<file path="src/rtl/uart_rx.sv">
// -----------------------------------------------------------------------------
// uart_rx -- 8N1 UART receiver with mid-bit sampling.
//
// The serial input is synchronised through two flops (rx_s). A falling rx_s in
// IDLE arms a half-bit timer. The start bit is re-checked at its centre, and
// then each data bit and the stop bit are sampled one full bit period apart.
// A good stop bit publishes the byte with a one-cycle rcv strobe. A low stop
// bit raises a one-cycle ferr strobe and parks in BREAK until the line idles.
//
// Parameters:
//   BAUD  clock cycles per serial bit. The default of 104 gives 115200 baud
//         at 12 MHz. BAUD must be at least 4.
//
// Ports:
//   clk   in   system clock; all logic runs on the rising edge
//   rst   in   synchronous, active-high reset
//   rx    in   asynchronous serial line; idles high
//   data  out  last correctly received byte (holds between frames)
//   rcv   out  one-cycle pulse when data is updated
//   ferr  out  one-cycle pulse when the stop bit is sampled low
//   busy  out  high from start detect until the end of the frame
// -----------------------------------------------------------------------------
module uart_rx #(
    parameter int BAUD = 104
) (
    input  logic       clk,
    input  logic       rst,
    input  logic       rx,
    output logic [7:0] data,
    output logic       rcv,
    output logic       ferr,
    output logic       busy
);

    localparam int CW = $clog2(BAUD) + 1;
    localparam logic [CW-1:0] CNT_ZERO  = {CW{1'b0}};
    localparam logic [CW-1:0] CNT_ONE   = {{(CW-1){1'b0}}, 1'b1};
    localparam logic [CW-1:0] LOAD_HALF = CW'(BAUD / 2 - 1);
    localparam logic [CW-1:0] LOAD_FULL = CW'(BAUD - 1);

    typedef enum logic [2:0] {
        S_IDLE  = 3'd0,
        S_START = 3'd1,
        S_DATA  = 3'd2,
        S_STOP  = 3'd3,
        S_BREAK = 3'd4
    } state_t;

    state_t          state_q;
    logic [1:0]      sync_q;
    logic [CW-1:0]   cnt_q;
    logic [2:0]      bit_idx_q;
    logic [7:0]      shift_q;
    logic [7:0]      data_q;
    logic            rcv_q;
    logic            ferr_q;
    logic            busy_q;

    logic            rx_s;
    logic            tick_s;

    assign rx_s   = sync_q[1];
    // A tick is the cycle in which the timer has run down to zero.
    assign tick_s = (cnt_q == CNT_ZERO);

    assign data = data_q;
    assign rcv  = rcv_q;
    assign ferr = ferr_q;
    assign busy = busy_q;

    // Synchroniser, bit timer and receive FSM with registered strobes.
    always_ff @(posedge clk) begin
        if (rst) begin
            state_q   <= S_IDLE;
            sync_q    <= 2'b11;
            cnt_q     <= CNT_ZERO;
            bit_idx_q <= 3'd0;
            shift_q   <= 8'h00;
            data_q    <= 8'h00;
            rcv_q     <= 1'b0;
            ferr_q    <= 1'b0;
            busy_q    <= 1'b0;
        end else begin
            sync_q <= {sync_q[0], rx};
            rcv_q  <= 1'b0;
            ferr_q <= 1'b0;
            // The timer rests at zero rather than wrapping in the waiting states.
            if (cnt_q != CNT_ZERO) begin
                cnt_q <= cnt_q - CNT_ONE;
            end else begin
                cnt_q <= CNT_ZERO;
            end

            case (state_q)
                S_IDLE: begin
                    busy_q <= 1'b0;
                    if (!rx_s) begin
                        state_q <= S_START;
                        cnt_q   <= LOAD_HALF;
                        busy_q  <= 1'b1;
                    end else begin
                        state_q <= S_IDLE;
                    end
                end

                S_START: begin
                    if (tick_s) begin
                        if (!rx_s) begin
                            state_q   <= S_DATA;
                            cnt_q     <= LOAD_FULL;
                            bit_idx_q <= 3'd0;
                        end else begin
                            // Start bit did not hold to its centre: a glitch.
                            state_q <= S_IDLE;
                            busy_q  <= 1'b0;
                        end
                    end else begin
                        state_q <= S_START;
                    end
                end

                S_DATA: begin
                    if (tick_s) begin
                        // LSB arrives first, so shift right from the top.
                        shift_q   <= {rx_s, shift_q[7:1]};
                        cnt_q     <= LOAD_FULL;
                        bit_idx_q <= bit_idx_q + 3'd1;
                        if (bit_idx_q == 3'd7) begin
                            state_q <= S_STOP;
                        end else begin
                            state_q <= S_DATA;
                        end
                    end else begin
                        state_q <= S_DATA;
                    end
                end

                S_STOP: begin
                    if (tick_s) begin
                        if (rx_s) begin
                            data_q  <= shift_q;
                            rcv_q   <= 1'b1;
                            busy_q  <= 1'b0;
                            // Back in IDLE half a bit early, so a start bit
                            // that directly follows is caught.
                            state_q <= S_IDLE;
                        end else begin
                            ferr_q  <= 1'b1;
                            state_q <= S_BREAK;
                        end
                    end else begin
                        state_q <= S_STOP;
                    end
                end

                S_BREAK: begin
                    busy_q <= 1'b1;
                    // A line held low must idle before another frame is armed.
                    if (rx_s) begin
                        state_q <= S_IDLE;
                        busy_q  <= 1'b0;
                    end else begin
                        state_q <= S_BREAK;
                    end
                end

                default: begin
                    state_q <= S_IDLE;
                    busy_q  <= 1'b0;
                end
            endcase
        end
    end

endmodule

</file>
<file path="config.mk">
export PLATFORM = sky130hd
export DESIGN_NAME = uart_rx
export DESIGN_NICKNAME = d
export VERILOG_FILES = /design/src/rtl/uart_rx.sv
export SDC_FILE = /design/constraint.sdc
export NUM_CORES = 1
export LEC_CHECK = 0
export ABC_CLOCK_PERIOD_IN_PS = 6250
export BUFFER_PORTS_ARGS = -buffer_cell sky130_fd_sc_hd__buf_2
export CORE_AREA = 5 5 50 95
export CTS_BUF_LIST = sky130_fd_sc_hd__clkbuf_16
export CTS_CLUSTER_SIZE = 25
export DETAILED_ROUTE_END_ITERATION = 16
export DIE_AREA = 0 0 55 100
export GPL_TIMING_DRIVEN = 0
export HOLD_SLACK_MARGIN = 0.12
export RECOVER_POWER = 100
export SLEW_MARGIN = 0
export SYNTH_ARGS = -nofsm -noshare
export SYNTH_HDL_FRONTEND = slang
export SYNTH_SLANG_ARGS = --single-unit
export TNS_END_PERCENT = 1
</file>
<file path="constraint.sdc">
create_clock -name clk -period 6.25 [get_ports clk]
set_clock_uncertainty 0.15 [all_clocks]
set_input_delay 1.25 -clock clk [delete_from_list [all_inputs] [get_ports clk]]
set_output_delay 1.25 -clock clk [all_outputs]
set_load 0.02 [all_outputs]
</file>
==> impl_results.md <==
- Outcome: completed
- Final Cycle Share: 0.465
- Htree depth: 2
- Area growth syn-to-layout: 15.4%
- Ys async rst share: 0
- Ratio of cells with drive above 1 in the final layout: 0.0778
- Maximum Capacitance Violations: 0
- Footprint of the multi-input gates: 673 um^2
- Vias in the first global route: 1110
- Number of cells on the worst hold path: 1
- Achievable clock frequency: 344 MHz
- Final hold slack: 0.261 ns
- Share of the yosys chip area belonging to registers: 0.484
- Number of antenna violations at the first check in global routing: 0
- Final hold vios: 0
- Overall track demand over capacity in global routing: 0.121
- Synthesized flop and latch total: 35
- Root Driver: sky130_fd_sc_hd__clkbuf_16
- Fin Setup TNS: 0 ns
- Minimum period implied by the final worst setup slack: 2.91 ns
- Rows: 32
- Logic depth of the worst register-to-register path: 7
- RSZ-0062 raised after global routing: false
- Area of the mapped netlist: 0.00145 mm^2
- Layout Cells excl Fill: 218
- Largest net degree at the start of global routing: 11
- Leakage component of the power: 0.594 nW
- Startpoint of the lowest-slack hold path: sync_q[0]$_SDFF_PP1_
- Maximum clock insertion buffer count: 2
- Min-Delay Endpoint: sync_q[1]$_SDFF_PP1_
- Worst-case register-to-register setup slack: 3.34 ns
- Drt wl/cell: 13.2 um
- Number of gates given a new drive strength after cts: 0
- Sum of routed wire length over all layers: 2880 um
- Remaining design rule violation count: 0
- Post-detail-place hpwl: 2200 um
- Diodes inserted: 0
- Cell variety after synth: 36
- Hold WC Path Type: reg -> reg
- Clock slew at reported path FFs: 0.05 ns
- Reg2reg start: cnt_q[0]$_SDFF_PP0_
- # setup viols final: 0
- Filler Cells Inserted: 394
- Worst max-slew margin expressed relative to the limit: 0.0465
- Length of the first detailed-routing pass in iterations: 4
- Global-route wire length before repair: 4910 um
- Total area of sequential cells: 701 um^2
- Clock network latency to the later pin of the worst-skew pair: 0.28 ns
- Most used flip-flop cell after synthesis: sky130_fd_sc_hd__dfxtp_1
- Count of input and output buffers: 12
- Chip Width: 55 um
- Number of placed I/O pins: 14
- Initial cell density of the core: 0.373
- Peak supply drop: 0.239 mV
- Req. time, crit path: 6.25 ns
- Per-cell via count in the routed design: 5.06
- Number of pins with negative max-slew slack in the final report: 0
- Number of sinks driven by the clock tree: 35
- Core box area: 0.00388 mm^2
- CTS tree: yes
- Overall via count from detail_route: 1102
- Worst-Margin Slew: 1.42 ns
- Post-Syn Nets: 153
- Hold-fix buffers, CTS: 0
- Arrival time of the worst setup path: 2.90 ns
- Area of the die: 0.00550 mm^2
- Classification of the worst setup path: reg -> reg
- Number of instances in the synthesized netlist: 147
- Fin nets: 172
- Routability congestion estimate from global placement: 0.771
- Element type at the critical path end: flop
- Warnings from Yosys: 0
- P per Cell Area: 403 mW/mm^2
- Height of the chip: 100 um
- Crit-path max FO: 8
- Placed Cells: 210
- Count of flip-flops with a built-in enable after synthesis: 0
- First DRT Iteration DRCs: 18
- Synthesized area per cell: 9.85 um^2
- Crit start category: flop
- Worst r2r dst: data[2]$_SDFFE_PP0P_
- Post-CTS setup repair buffer count: 0
- ANT nets after route: 0
- Global-route congestion overflow total: 0
- Num CTS Buffers: 5
==> per-stage QoR <==
stage	utilization	setup slack, ns	power [mW]	cell area (um^2)
after floorplan	-	4.18	0.426	1450
after global placement	0.405	3.96	0.460	1570
after detailed placement	0.405	3.94	0.465	1570
after CTS	0.440	4.03	0.695	1710
after global routing	0.430	3.14	0.715	1670
final	0.430	3.34	0.673	1670
==> metal layers <==
| metal | global-route usage | part of all wire |
|---|---|---|
| met1 | 0.118 | 0.37 |
| met2 | 0.214 | 0.58 |
| met3 | 0.0327 | 0.030 |
| met4 | 0.0674 | 0.020 |
| met5 | 0 | 0 |
==> registers in the layout, summed over array words and instances, names as in the netlist <==
| signal | cells |
|---|---|
| bit_idx_q | 3 |
| busy | 1 |
| cnt_q | 8 |
| data | 8 |
| ferr | 1 |
| rcv | 1 |
| shift_q | 8 |
| state_q | 3 |
| sync_q | 2 |
==> cell usage after synthesis (3+ instances only) <==
| library cell | count | area share |
|---|---|---|
| sky130_fd_sc_hd__or2_2 | 4 | 0.017 |
| sky130_fd_sc_hd__nor3_1 | 7 | 0.024 |
| sky130_fd_sc_hd__mux2i_1 | 19 | 0.13 |
| sky130_fd_sc_hd__ha_1 | 3 | 0.026 |
| sky130_fd_sc_hd__a21oi_1 | 6 | 0.021 |
| sky130_fd_sc_hd__nor2_1 | 25 | 0.065 |
| sky130_fd_sc_hd__nor4_1 | 3 | 0.013 |
| sky130_fd_sc_hd__clkbuf_1 | 6 | 0.016 |
| sky130_fd_sc_hd__dfxtp_1 | 35 | 0.48 |
==> critical path, stage by stage, from the launching register on <==
cell	delay, ns
sky130_fd_sc_hd__dfxtp_1	0.32
sky130_fd_sc_hd__inv_1	0.07
sky130_fd_sc_hd__ha_1	0.19
sky130_fd_sc_hd__or3b_1	0.34
sky130_fd_sc_hd__clkbuf_1	0.20
sky130_fd_sc_hd__nor3_1	1.16
sky130_fd_sc_hd__mux2i_1	0.30
sky130_fd_sc_hd__nor2_1	0.06
==> kinds of logic after synthesis <==
group,Yosys count,share of synthesized area
AND/OR/NAND/NOR,59,0.223
flip-flops,35,0.484
multiplexers,19,0.131
AO/OA/AOI/OAI,18,0.0821
buffers and inverters,11,0.0415
adder cells (fa/ha/maj),3,0.0259
XOR/XNOR,2,0.0121
==> cell type report <==
class | instances | share of cell area
clock buffer | 5 | 0.0749
multi-input combinational | 101 | 0.403
tap | 51 | 0.0382
inverter | 2 | 0.00449
sequential | 35 | 0.419
buffer | 9 | 0.0247
clock inverter | 3 | 0.00749
timing repair buffer | 12 | 0.0277
==> power breakdown <==
group	leakage, nW	total [mW]	internal, mW	switching (mW)
sequential	0.284	0.268	0.247	0.0205
combinational	0.234	0.178	0.0770	0.101
clock	0.0762	0.227	0.143	0.0836
total	0.594	0.673	0.468	0.205
==> placed cells by master (no fill, tap or decap), types with 2 or more instances in the layout <==
master / instances
sky130_fd_sc_hd__a21oi_1: 6
sky130_fd_sc_hd__a221oi_1: 2
sky130_fd_sc_hd__a22oi_1: 2
sky130_fd_sc_hd__clkbuf_1: 19
sky130_fd_sc_hd__clkbuf_16: 5
sky130_fd_sc_hd__dfxtp_1: 35
sky130_fd_sc_hd__ha_1: 3
sky130_fd_sc_hd__inv_1: 4
sky130_fd_sc_hd__mux2i_1: 19
sky130_fd_sc_hd__nand2_1: 2
sky130_fd_sc_hd__nand2b_1: 2
sky130_fd_sc_hd__nand4b_1: 2
sky130_fd_sc_hd__nor2_1: 26
sky130_fd_sc_hd__nor3_1: 8
sky130_fd_sc_hd__nor3b_1: 2
sky130_fd_sc_hd__nor4_1: 3
sky130_fd_sc_hd__nor4b_1: 2
sky130_fd_sc_hd__o21ai_0: 2
sky130_fd_sc_hd__or2_2: 4
sky130_fd_sc_hd__or3_1: 2
sky130_fd_sc_hd__xnor2_1: 2
==> how the worst max path moves through the flow <==
stage,from,to,slack [ns]
3_3_place_gp,rst,rcv$_SDFF_PP0_,3.96
4_1_cts,cnt_q[0]$_SDFF_PP0_,shift_q[5]$_SDFFE_PP0P_,4.03
2_1_floorplan,rst,rcv$_SDFF_PP0_,4.18
6_report,cnt_q[0]$_SDFF_PP0_,data[2]$_SDFFE_PP0P_,3.34
5_1_grt,cnt_q[0]$_SDFF_PP0_,data[2]$_SDFFE_PP0P_,3.14
3_5_place_dp,rst,rcv$_SDFF_PP0_,3.94
(Power assumes the default switching activity.)
